File: src/rtl/tdm_pkg.sv
// Shared types and helpers for the TDM receive path (slot FSM states, counter sizing).
// Latency: n/a (types and functions only).
// Backpressure: n/a.
package tdm_pkg;

    typedef enum logic {HUNT, LOCK} tdm_state_t;

    // Width of the slot counter for a frame of ch slots.
    function automatic int slot_w(input int ch);
        return $clog2(ch);
    endfunction

endpackage

File: src/rtl/tdm_slot_cnt.sv
// Modulo-CHANNELS slot position counter with increment, load-to-1 and clear.
// Latency: count updates on the edge after a control strobe; is_last is combinational from the count.
// Backpressure: none; the counter holds whenever no strobe is asserted.
module tdm_slot_cnt
    import tdm_pkg::*;
#(
    parameter int CHANNELS = 4
) (
    input  logic                          clk,
    input  logic                          rst_n,
    input  logic                          inc,
    input  logic                          load1,
    input  logic                          clr,
    output logic [slot_w(CHANNELS)-1:0]   slot_cnt,
    output logic                          is_last
);

    localparam int SW = slot_w(CHANNELS);

    assign is_last = (slot_cnt == SW'(CHANNELS - 1));

    // Clear wins over load, load wins over increment; increment wraps after the last slot.
    always_ff @(posedge clk or negedge rst_n) begin
        if (!rst_n) begin
            slot_cnt <= '0;
        end else if (clr) begin
            slot_cnt <= '0;
        end else if (load1) begin
            slot_cnt <= SW'(1);
        end else if (inc) begin
            slot_cnt <= is_last ? '0 : slot_cnt + SW'(1);
        end
    end

endmodule

File: src/rtl/tdm_demux.sv
// TDM word-stream demultiplexer: aligns on fsync, collects CHANNELS slot words, publishes whole frames (optional frame counter: TDM_DEMUX_FRMCNT_EN).
// Latency: one edge from the last slot word to dout/frame_vld.
// Backpressure: none; din_vld=0 freezes all state, frame_vld and sync_err are pulses.
module tdm_demux
    import tdm_pkg::*;
#(
    parameter int CHANNELS = 4,
    parameter int WIDTH    = 8
) (
    input  logic                      clk,
    input  logic                      rst_n,
    input  logic [WIDTH-1:0]          din,
    input  logic                      din_vld,
    input  logic                      fsync,
    output logic [CHANNELS*WIDTH-1:0] dout,
    output logic                      frame_vld,
    output logic                      locked,
    output logic                      sync_err
`ifdef TDM_DEMUX_FRMCNT_EN
    ,
    output logic [15:0]               frame_cnt
`endif
);

    localparam int SW = slot_w(CHANNELS);

    tdm_state_t       state;
    logic [SW-1:0]    slot_cnt;
    logic             is_last;
    logic             cnt_zero;
    logic             cnt_inc;
    logic             cnt_load1;
    logic             cnt_clr;
    logic             emit;

    // The last slot word goes straight into dout, so only CHANNELS-1 words need holding.
    logic [WIDTH-1:0] shadow [CHANNELS-1];

    assign cnt_zero  = (slot_cnt == '0);
    // Any qualified fsync word starts a frame, whether in HUNT, on time, or early.
    assign cnt_load1 = din_vld & fsync;
    assign cnt_inc   = din_vld & (state == LOCK) & ~fsync & ~cnt_zero;
    // Keeps the counter parked at slot 0 while hunting.
    assign cnt_clr   = din_vld & (state == HUNT) & ~fsync;
    // is_last implies a non-zero count because CHANNELS >= 2.
    assign emit      = din_vld & (state == LOCK) & ~fsync & is_last;
    assign locked    = (state == LOCK);

    tdm_slot_cnt #(
        .CHANNELS (CHANNELS)
    ) u_slot_cnt (
        .clk      (clk),
        .rst_n    (rst_n),
        .inc      (cnt_inc),
        .load1    (cnt_load1),
        .clr      (cnt_clr),
        .slot_cnt (slot_cnt),
        .is_last  (is_last)
    );

    // Framing FSM: slot steering into shadow regs, frame publish and error pulses.
    always_ff @(posedge clk or negedge rst_n) begin
        if (!rst_n) begin
            state     <= HUNT;
            dout      <= '0;
            frame_vld <= 1'b0;
            sync_err  <= 1'b0;
            for (int k = 0; k < CHANNELS - 1; k++) begin
                shadow[k] <= '0;
            end
        end else begin
            frame_vld <= 1'b0;
            sync_err  <= 1'b0;
            if (din_vld) begin
                case (state)
                    HUNT: begin
                        if (fsync) begin
                            shadow[0] <= din;
                            state     <= LOCK;
                        end
                    end
                    LOCK: begin
                        if (fsync) begin
                            // Early sync drops the partial frame; dout is left untouched.
                            if (!cnt_zero) begin
                                sync_err <= 1'b1;
                            end
                            shadow[0] <= din;
                        end else if (cnt_zero) begin
                            // Slot 0 arrived without its sync flag: alignment lost.
                            sync_err <= 1'b1;
                            state    <= HUNT;
                        end else if (is_last) begin
                            for (int k = 0; k < CHANNELS - 1; k++) begin
                                dout[k*WIDTH +: WIDTH] <= shadow[k];
                            end
                            dout[(CHANNELS-1)*WIDTH +: WIDTH] <= din;
                            frame_vld <= 1'b1;
                        end else begin
                            shadow[slot_cnt] <= din;
                        end
                    end
                    default: state <= HUNT;
                endcase
            end
        end
    end

`ifdef TDM_DEMUX_FRMCNT_EN
    // Saturating count of published frames.
    always_ff @(posedge clk or negedge rst_n) begin
        if (!rst_n) begin
            frame_cnt <= '0;
        end else if (emit && frame_cnt != 16'hFFFF) begin
            frame_cnt <= frame_cnt + 16'd1;
        end
    end
`endif

endmodule

File: config.mk
export PLATFORM = sky130hd
export DESIGN_NAME = tdm_demux
export DESIGN_NICKNAME = d
export VERILOG_FILES = /design/src/rtl/tdm_pkg.sv /design/src/rtl/tdm_slot_cnt.sv /design/src/rtl/tdm_demux.sv
export SDC_FILE = /design/constraint.sdc
export NUM_CORES = 1
export LEC_CHECK = 0
export CORE_ASPECT_RATIO = 1.1
export CORE_UTILIZATION = 29
export CTS_CLUSTER_DIAMETER = 30
export DETAILED_ROUTE_END_ITERATION = 7
export SLEW_MARGIN = 20
export SYNTH_ARGS = -nofsm -noshare
export SYNTH_HDL_FRONTEND = slang
export SYNTH_HIERARCHICAL = 1
export SYNTH_SLANG_ARGS = --single-unit
export TNS_END_PERCENT = 5
File: constraint.sdc
create_clock -name clk -period 1.7 [get_ports clk]
set_input_delay 0.51 -clock clk [delete_from_list [all_inputs] [get_ports clk]]
set_output_delay 0.51 -clock clk [all_outputs]
set_load 0.005 [all_outputs]
# Word level (Yosys, flattened, before mapping)
# Index checks and enable logic that the tools add are counted.
dict set report totals {
  ff_bits 61
  input_bits 12
  out_inout_bits 35
  word_cells 57
}
dict set report classes {
  n_addsub 1
  magnitude_cmp 2
  eq_ne 4
  mux 25
  bitwise_logic 11
  n_reduce_logical 6
}
# operator count
set op_table {}
lappend op_table {{$mux 24} 2}
lappend op_table {{$bwmux 24} 1}
lappend op_table {{$mux 8} 3}
lappend op_table {{$demux 8 s2} 1}
lappend op_table {{$pmux 8 s2} 1}
lappend op_table {{$mux 1} 12}
lappend op_table {{$reduce_and 5->1} 2}
lappend op_table {{$mux 2} 4}
lappend op_table {{$and 1x1->1} 6}
lappend op_table {{$ne 3x3->1 const B} 2}
lappend op_table {{$not 1->1} 4}
lappend op_table {{$reduce_and 4->1} 1}
lappend op_table {{$ge 3x3->1 const B} 1}
lappend op_table {{$lt 3x1->1 const B} 1}
lappend op_table {{$not 2->3} 1}
lappend op_table {{$reduce_bool 3->1} 1}
lappend op_table {{$add 2x1->2 const B} 1}
lappend op_table {{$eq 2x2->1 const B} 1}
lappend op_table {{$logic_not 2->1} 1}
lappend op_table {{$ne 2x2->1 const B} 1}
lappend op_table {{$pmux 1 s2} 1}
lappend op_table {{$logic_and 1x1->1} 1}

# Longest topological paths before layout
dict set report logic_depth {
  word_depth 10
  ltp_mapped 5
  mapped_depth_nobuf 5
}

# Modules after synthesis
# Netlist, hierarchy kept.
# mod n_inst cells_per_inst area_per_inst_um2 seq_area_each_um2
set modules_own_cells {}
lappend modules_own_cells {tdm_demux 1 156 2342.2 1476.4}
lappend modules_own_cells {tdm_slot_cnt 1 9 102.6 50.0}

# Worst setup path after synthesis
# OpenSTA, ideal clock, no wires.
dict set report synth_path {
  path_type {register -> register}
  startpoint {register u_slot_cnt.slot_cnt[0]}
  endpoint {register shadow[16] in the netlist's numbering}
  setup_time_ns 0.080
  arrival_time_ns 1.736
  required_ns 1.620
  slack_ns -0.116
  path_stages_with_launch 6
  n_path_buf 0
  period_less_slack_ns 1.816
  path_cell_list {dfrtp_1 > nor2_4 > inv_1 > ha_1 > o41ai_4 > mux2i_1}
}
dict set report synth_between {
  elab_chain_cells 10
  word_cells_on_any_way 16
  cone_classes {order compare (2); eq/ne (3); mux (7); bitwise (1); reduce/logical (3)}
}
# element line_no
set synth_lines {}
lappend synth_lines {{start: declaration} tdm_slot_cnt.sv:14} ;# output logic [slot_w(CHANNELS)-1:0] slot_cnt,
lappend synth_lines {{start signal: assignment} tdm_slot_cnt.sv:31} ;# slot_cnt <= is_last ? '0 : slot_cnt + SW'(1);
lappend synth_lines {{$not 2->3 (implied by the code)} tdm_demux.sv:100} ;# shadow[slot_cnt] <= din;
lappend synth_lines {{$ge 3x3->1 (implied by the code) / $lt 3x1->1 (equally long branches)} tdm_demux.sv:100}
lappend synth_lines {{$logic_and 1x1->1 (implied by the code)} tdm_demux.sv:100}
lappend synth_lines {{$mux 8 (implied by the code)} tdm_demux.sv:100}
lappend synth_lines {{$demux 8 s2} tdm_demux.sv:100}
lappend synth_lines {{$bwmux 24} tdm_demux.sv:100}
lappend synth_lines {{$mux 24} tdm_demux.sv:93} ;# end else if (is_last) begin
lappend synth_lines {{$mux 24} tdm_demux.sv:89} ;# end else if (cnt_zero) begin
lappend synth_lines {{$mux 8} tdm_demux.sv:83} ;# if (fsync) begin
lappend synth_lines {{$pmux 8 s2} tdm_demux.sv:75} ;# case (state)
lappend synth_lines {{end signal: indexed assignment} tdm_demux.sv:100}
lappend synth_lines {{end: declaration} tdm_demux.sv:37} ;# logic [WIDTH-1:0] shadow [CHANNELS-1];
# Several ways; a longest one is shown, not always the timed one. The select of a mux whose other input is x is not followed.
# A chain may end at the register's enable or synchronous reset.

# Worst setup path in the final report
dict set report layout_path {
  startpoint {register u_slot_cnt.slot_cnt[0]}
  endpoint {register shadow[19] in the netlist's numbering}
}
dict set report layout_between {
  word_cells_on_any_way 16
  cone_classes {order compare (2); eq/ne (3); mux (7); bitwise (1); reduce/logical (3)}
}
# element line_no
set layout_lines {}
lappend layout_lines {{$eq 2x2->1} tdm_slot_cnt.sv:20} ;# assign is_last = (slot_cnt == SW'(CHANNELS - 1));
lappend layout_lines {{named net is_last} tdm_demux.sv:29} ;# logic is_last;
lappend layout_lines {{$ne 3x3->1 (no line)} -}
lappend layout_lines {{$reduce_and 4->1 (no line)} -}
# The timed path passes the listed nets, and every way through them passes these cells. The select of a mux whose other input is x is not followed.

==> metrics.txt <==
# TYPE chip_impl_metric gauge
chip_impl_metric{name="drt-initial-drc-count",unit=""} 32
chip_impl_metric{name="wl_met2",unit="mm"} 2.06
chip_impl_metric{name="dpl-instance-area",unit="sq um"} 3160
chip_impl_metric{name="p_leak",unit="uW"} 0.00179
chip_impl_metric{name="tritoncts_num_sinks",unit=""} 61
chip_impl_metric{name="fill_cells",unit=""} 749
chip_impl_metric{name="ys_seq_area_share",unit="%"} 62.4
chip_impl_metric{name="h_tree_levels",unit=""} 3
chip_impl_metric{name="top_fanout_value_on_the_critical_path",unit=""} 8
chip_impl_info{name="top_layer",value="met4"} 1
chip_impl_info{name="setup.worst_path.start_class",value="register"} 1
chip_impl_metric{name="worst-endpoint-arrival",unit="ns"} 1.90
chip_impl_metric{name="row_count",unit=""} 34
chip_impl_info{name="tritoncts",value="yes"} 1
chip_impl_metric{name="gp_congestion",unit=""} 0.776
chip_impl_metric{name="multi_input_area",unit="sq um"} 897
chip_impl_metric{name="met1Wirelength",unit="mm"} 2.13
chip_impl_metric{name="cellPowerDensity",unit="nW/um^2"} 1550
chip_impl_metric{name="routed-via-count",unit=""} 1457
chip_impl_info{name="endpoint",value="shadow[19]"} 1
chip_impl_metric{name="finalWorstPathRequiredPeriod",unit="ns"} 1.64
chip_impl_metric{name="grt_usage",unit="%"} 11.7
chip_impl_metric{name="hpwlAfterDp",unit="mm"} 3.18
chip_impl_metric{name="grt_first_pass_wirelength",unit="mm"} 7.47
chip_impl_metric{name="max_cap_viol_count",unit=""} 0
chip_impl_info{name="grt_setup_unrepaired",value="yes"} 1
chip_impl_metric{name="clkTransAtPathRegs",unit="ns"} 0.07
chip_impl_metric{name="postSynthRegisterBits",unit=""} 61
chip_impl_info{name="main_flop_type_after_synthesis",value="dfrtp_1"} 1
chip_impl_info{name="critical_path.cell_chain",value="ha_4 > nand2b_4 > o41ai_4 > buf_12 > mux2i_1"} 1
chip_impl_metric{name="final_setup_fails",unit=""} 0
chip_impl_metric{name="antennaDiodeCount",unit=""} 0
chip_impl_metric{name="final_antenna_net_count",unit=""} 0
chip_impl_metric{name="max_slew.worst_pin.slew",unit="ns"} 0.334
chip_impl_metric{name="final.period_utilization",unit="%"} 96.7
chip_impl_metric{name="area_delta_synth_final",unit="%"} 37.0
chip_impl_metric{name="design_power_total",unit="uW"} 5190
chip_impl_metric{name="routed_via_density",unit=""} 4.25
chip_impl_metric{name="ys_types",unit=""} 23
chip_impl_info{name="worst_setup_path_end_kind",value="register"} 1
chip_impl_metric{name="die_area",unit="sq um"} 8800
chip_impl_metric{name="route.detailed.drc",unit=""} 0
chip_impl_metric{name="post_route_cells_drive_above_1_share",unit="%"} 38.3
chip_impl_info{name="timing.rr.end",value="shadow[19]"} 1
chip_impl_metric{name="worstSkewPairLatency",unit="ns"} 0.33
chip_impl_metric{name="post_synth_instance_area",unit="sq um"} 2440
chip_impl_metric{name="synth-edff-count",unit=""} 0
chip_impl_info{name="timing_startpoint_of_the_critical_path",value="u_slot_cnt/slot_cnt[0]"} 1
chip_impl_metric{name="buffer_levels_on_the_longest_clock_path",unit=""} 2
chip_impl_metric{name="ir_worst_vdd",unit="mV"} 0.534
chip_impl_metric{name="layout.nets",unit=""} 245
chip_impl_metric{name="syn-num-nets",unit=""} 180
chip_impl_metric{name="tritoncts.num_buffers",unit=""} 9
chip_impl_metric{name="globalRouteOverflowTotal",unit=""} 0
chip_impl_info{name="largest_area_contributor_in_the_netlist",value="dfrtp_1"} 1
chip_impl_metric{name="setup_slack",unit="ns"} 0.0556
chip_impl_metric{name="netlist_instances",unit=""} 165
chip_impl_info{name="worst-setup-path-type",value="register to register"} 1
chip_impl_metric{name="dr_wl_met3",unit="um"} 214
chip_impl_metric{name="grt_pass1_vias",unit=""} 1497
chip_impl_metric{name="io_pins",unit=""} 47
chip_impl_metric{name="crit_buf_inv",unit=""} 1
chip_impl_metric{name="post_drt_wl_per_cell",unit="um"} 13.2
chip_impl_metric{name="antenna_found_initial",unit=""} 0
chip_impl_metric{name="ffs_w_async_s_r_synth",unit="%"} 100
chip_impl_metric{name="slew_headroom",unit="%"} 77.7
chip_impl_metric{name="worst_ep_required_time",unit="ns"} 1.95
chip_impl_metric{name="ff_latch_area",unit="sq um"} 1530
chip_impl_info{name="cts.root.buffer_cell",value="clkbuf_8"} 1
chip_impl_metric{name="synth_top_area_share",unit="%"} 62.4
chip_impl_metric{name="starting_density",unit="%"} 30.4
chip_impl_info{name="worst_path_slowest_cell",value="dfrtp_2"} 1
chip_impl_metric{name="max_clock_freq",unit="GHz"} 0.608
chip_impl_metric{name="finClkSkew",unit="ns"} 0.00466
chip_impl_metric{name="final-hold-violation-count",unit=""} 0
chip_impl_metric{name="yosys_warnings",unit=""} 6
chip_impl_metric{name="die_width",unit="um"} 89.5
chip_impl_metric{name="postSynthAreaPerCell",unit="sq um"} 14.8
chip_impl_metric{name="dr.pass1.iters",unit=""} 3
chip_impl_metric{name="chipHeight",unit="um"} 98.3
chip_impl_metric{name="grt_max_degree",unit=""} 62
chip_impl_metric{name="finish.instance_area",unit="sq um"} 3350
chip_impl_metric{name="core_region_area",unit="sq um"} 8040
chip_impl_metric{name="port_buffers",unit=""} 46
chip_impl_info{name="cpLargestDelayFamily",value="flip-flops"} 1
chip_impl_metric{name="crit_cells",unit=""} 5
chip_impl_metric{name="fin_max_slew_vios",unit=""} 0
chip_impl_metric{name="r2r_setup_slack",unit="ns"} 0.06
chip_impl_metric{name="worst_setup_slack_before_clock_tree_synthesis",unit="ns"} -0.420
chip_impl_metric{name="critical-path-max-stage-delay",unit="ns"} 0.48
chip_impl_info{name="rr_startpoint",value="u_slot_cnt/slot_cnt[0]"} 1
chip_impl_info{name="netlist_top_cells_count",value="61 x dfrtp_1, 45 x mux2_2, 12 x inv_1"} 1
chip_impl_metric{name="wl",unit="mm"} 4.52
chip_impl_info{name="yosys.cell_count.top_type",value="dfrtp_1"} 1
chip_impl_info{name="status",value="completed"} 1
chip_impl_metric{name="timing.reg2reg.worst_path_depth",unit=""} 5
chip_impl_info{name="synth.top_cells.by_area",value="dfrtp_1 62%, mux2_2 21%, mux2i_1 3.7%"} 1
chip_impl_info{name="timing.hold.worst.class",value="input port to asynchronous set/reset pin"} 1
==> logic make-up after synthesis <==
| group | after synthesis | synth area share (%) |
|---|---|---|
| DFF | 61 | 62.4 |
| AOI/OAI and AO/OA | 4 | 1.84 |
| buffers and inverters | 16 | 2.61 |
| and+or+nand+nor | 24 | 5.78 |
| muxes | 57 | 25.8 |
| adders and majority gates | 3 | 1.54 |
==> registers in the layout, summed over array words and instances, names as in the netlist <==
register,cells
dout,32
frame_vld,1
locked,1
shadow,24
sync_err,1
u_slot_cnt/slot_cnt,2
==> worst register-to-register path, stage by stage, from the launching register on <==
cell and delay, ns:
dfrtp_2 0.48, ha_4 0.20, nand2b_4 0.15, o41ai_4 0.38, buf_12 0.18, mux2i_1 0.18
==> layout by cell type (no fill, tap or decap), types with 3 or more instances in the layout <==
| cell | netlist | layout |
|---|---|---|
| buf_12 | 0 | 3 |
| buf_4 | 0 | 8 |
| clkbuf_8 | 0 | 9 |
| clkdlybuf4s50_1 | 0 | 8 |
| clkinv_2 | 0 | 4 |
| dfrtp_1 | 61 | 58 |
| dfrtp_2 | 0 | 3 |
| dlygate4sd2_1 | 0 | 32 |
| dlymetal6s2s_1 | 0 | 5 |
| inv_1 | 12 | 11 |
| mux2_1 | 3 | 3 |
| mux2_2 | 45 | 45 |
| mux2i_1 | 9 | 9 |
| nand2_1 | 9 | 9 |
==> metrics by stage <==
stage	utilization, %	TNS [ns]	hold WS, ns	cells
5_1_grt	41.7	-0.0869	0.172	343
3_3_place_gp	39.3	-19.23	0.476	326
4_1_cts	41.5	0	0.176	343
6_report	41.7	0	0.158	343
3_5_place_dp	39.3	-19.84	0.478	326
2_1_floorplan	-	0	0.214	165
==> cell type report <==
cell class,instances,share of cell area [%]
Sequential cell,61,45.7
Multi-Input combinational cell,88,26.8
Inverter,13,1.46
Timing Repair Buffer,57,16.4
Clock inverter,7,1.98
Clock buffer,9,3.70
Tap cell,108,4.03
==> worst min-delay path by stage <==
stage	slack, ns	start	to	cells past startpoint
2_1_floorplan	0.21	rst_n	dout[0]	0
3_3_place_gp	0.48	dout[10]	dout[10]	1
3_5_place_dp	0.48	shadow[10]	dout[10]	1
4_1_cts	0.18	rst_n	dout[19]	2
5_1_grt	0.17	rst_n	dout[27]	2
6_report	0.16	rst_n	dout[19]	2
==> layer usage <==
layer / GRT usage [%] / vias up
met4: 7.33 / 0
met1: 15.3 / 714
met5: 0 / -
li1: - / 703
met2: 16.6 / 30
met3: 3.55 / 10
==> where the power goes <==
group | switching, uW | internal [uW] | leakage, uW | total (uW)
combinational | 605 | 1010 | 0.000908 | 1610
sequential | 312 | 2040 | 0.000787 | 2350
clock | 562 | 668 | 0.0000987 | 1230
total | 1480 | 3710 | 0.00179 | 5190
==> what timing repair did <==
item                       in CTS  in global routing
setup endpoints to repair      48                 16
hold buffers                    0                  0
gates resized for setup        36                  7
buffers inserted                1                  0
No activity file was read; power rests on OpenSTA's default activity.
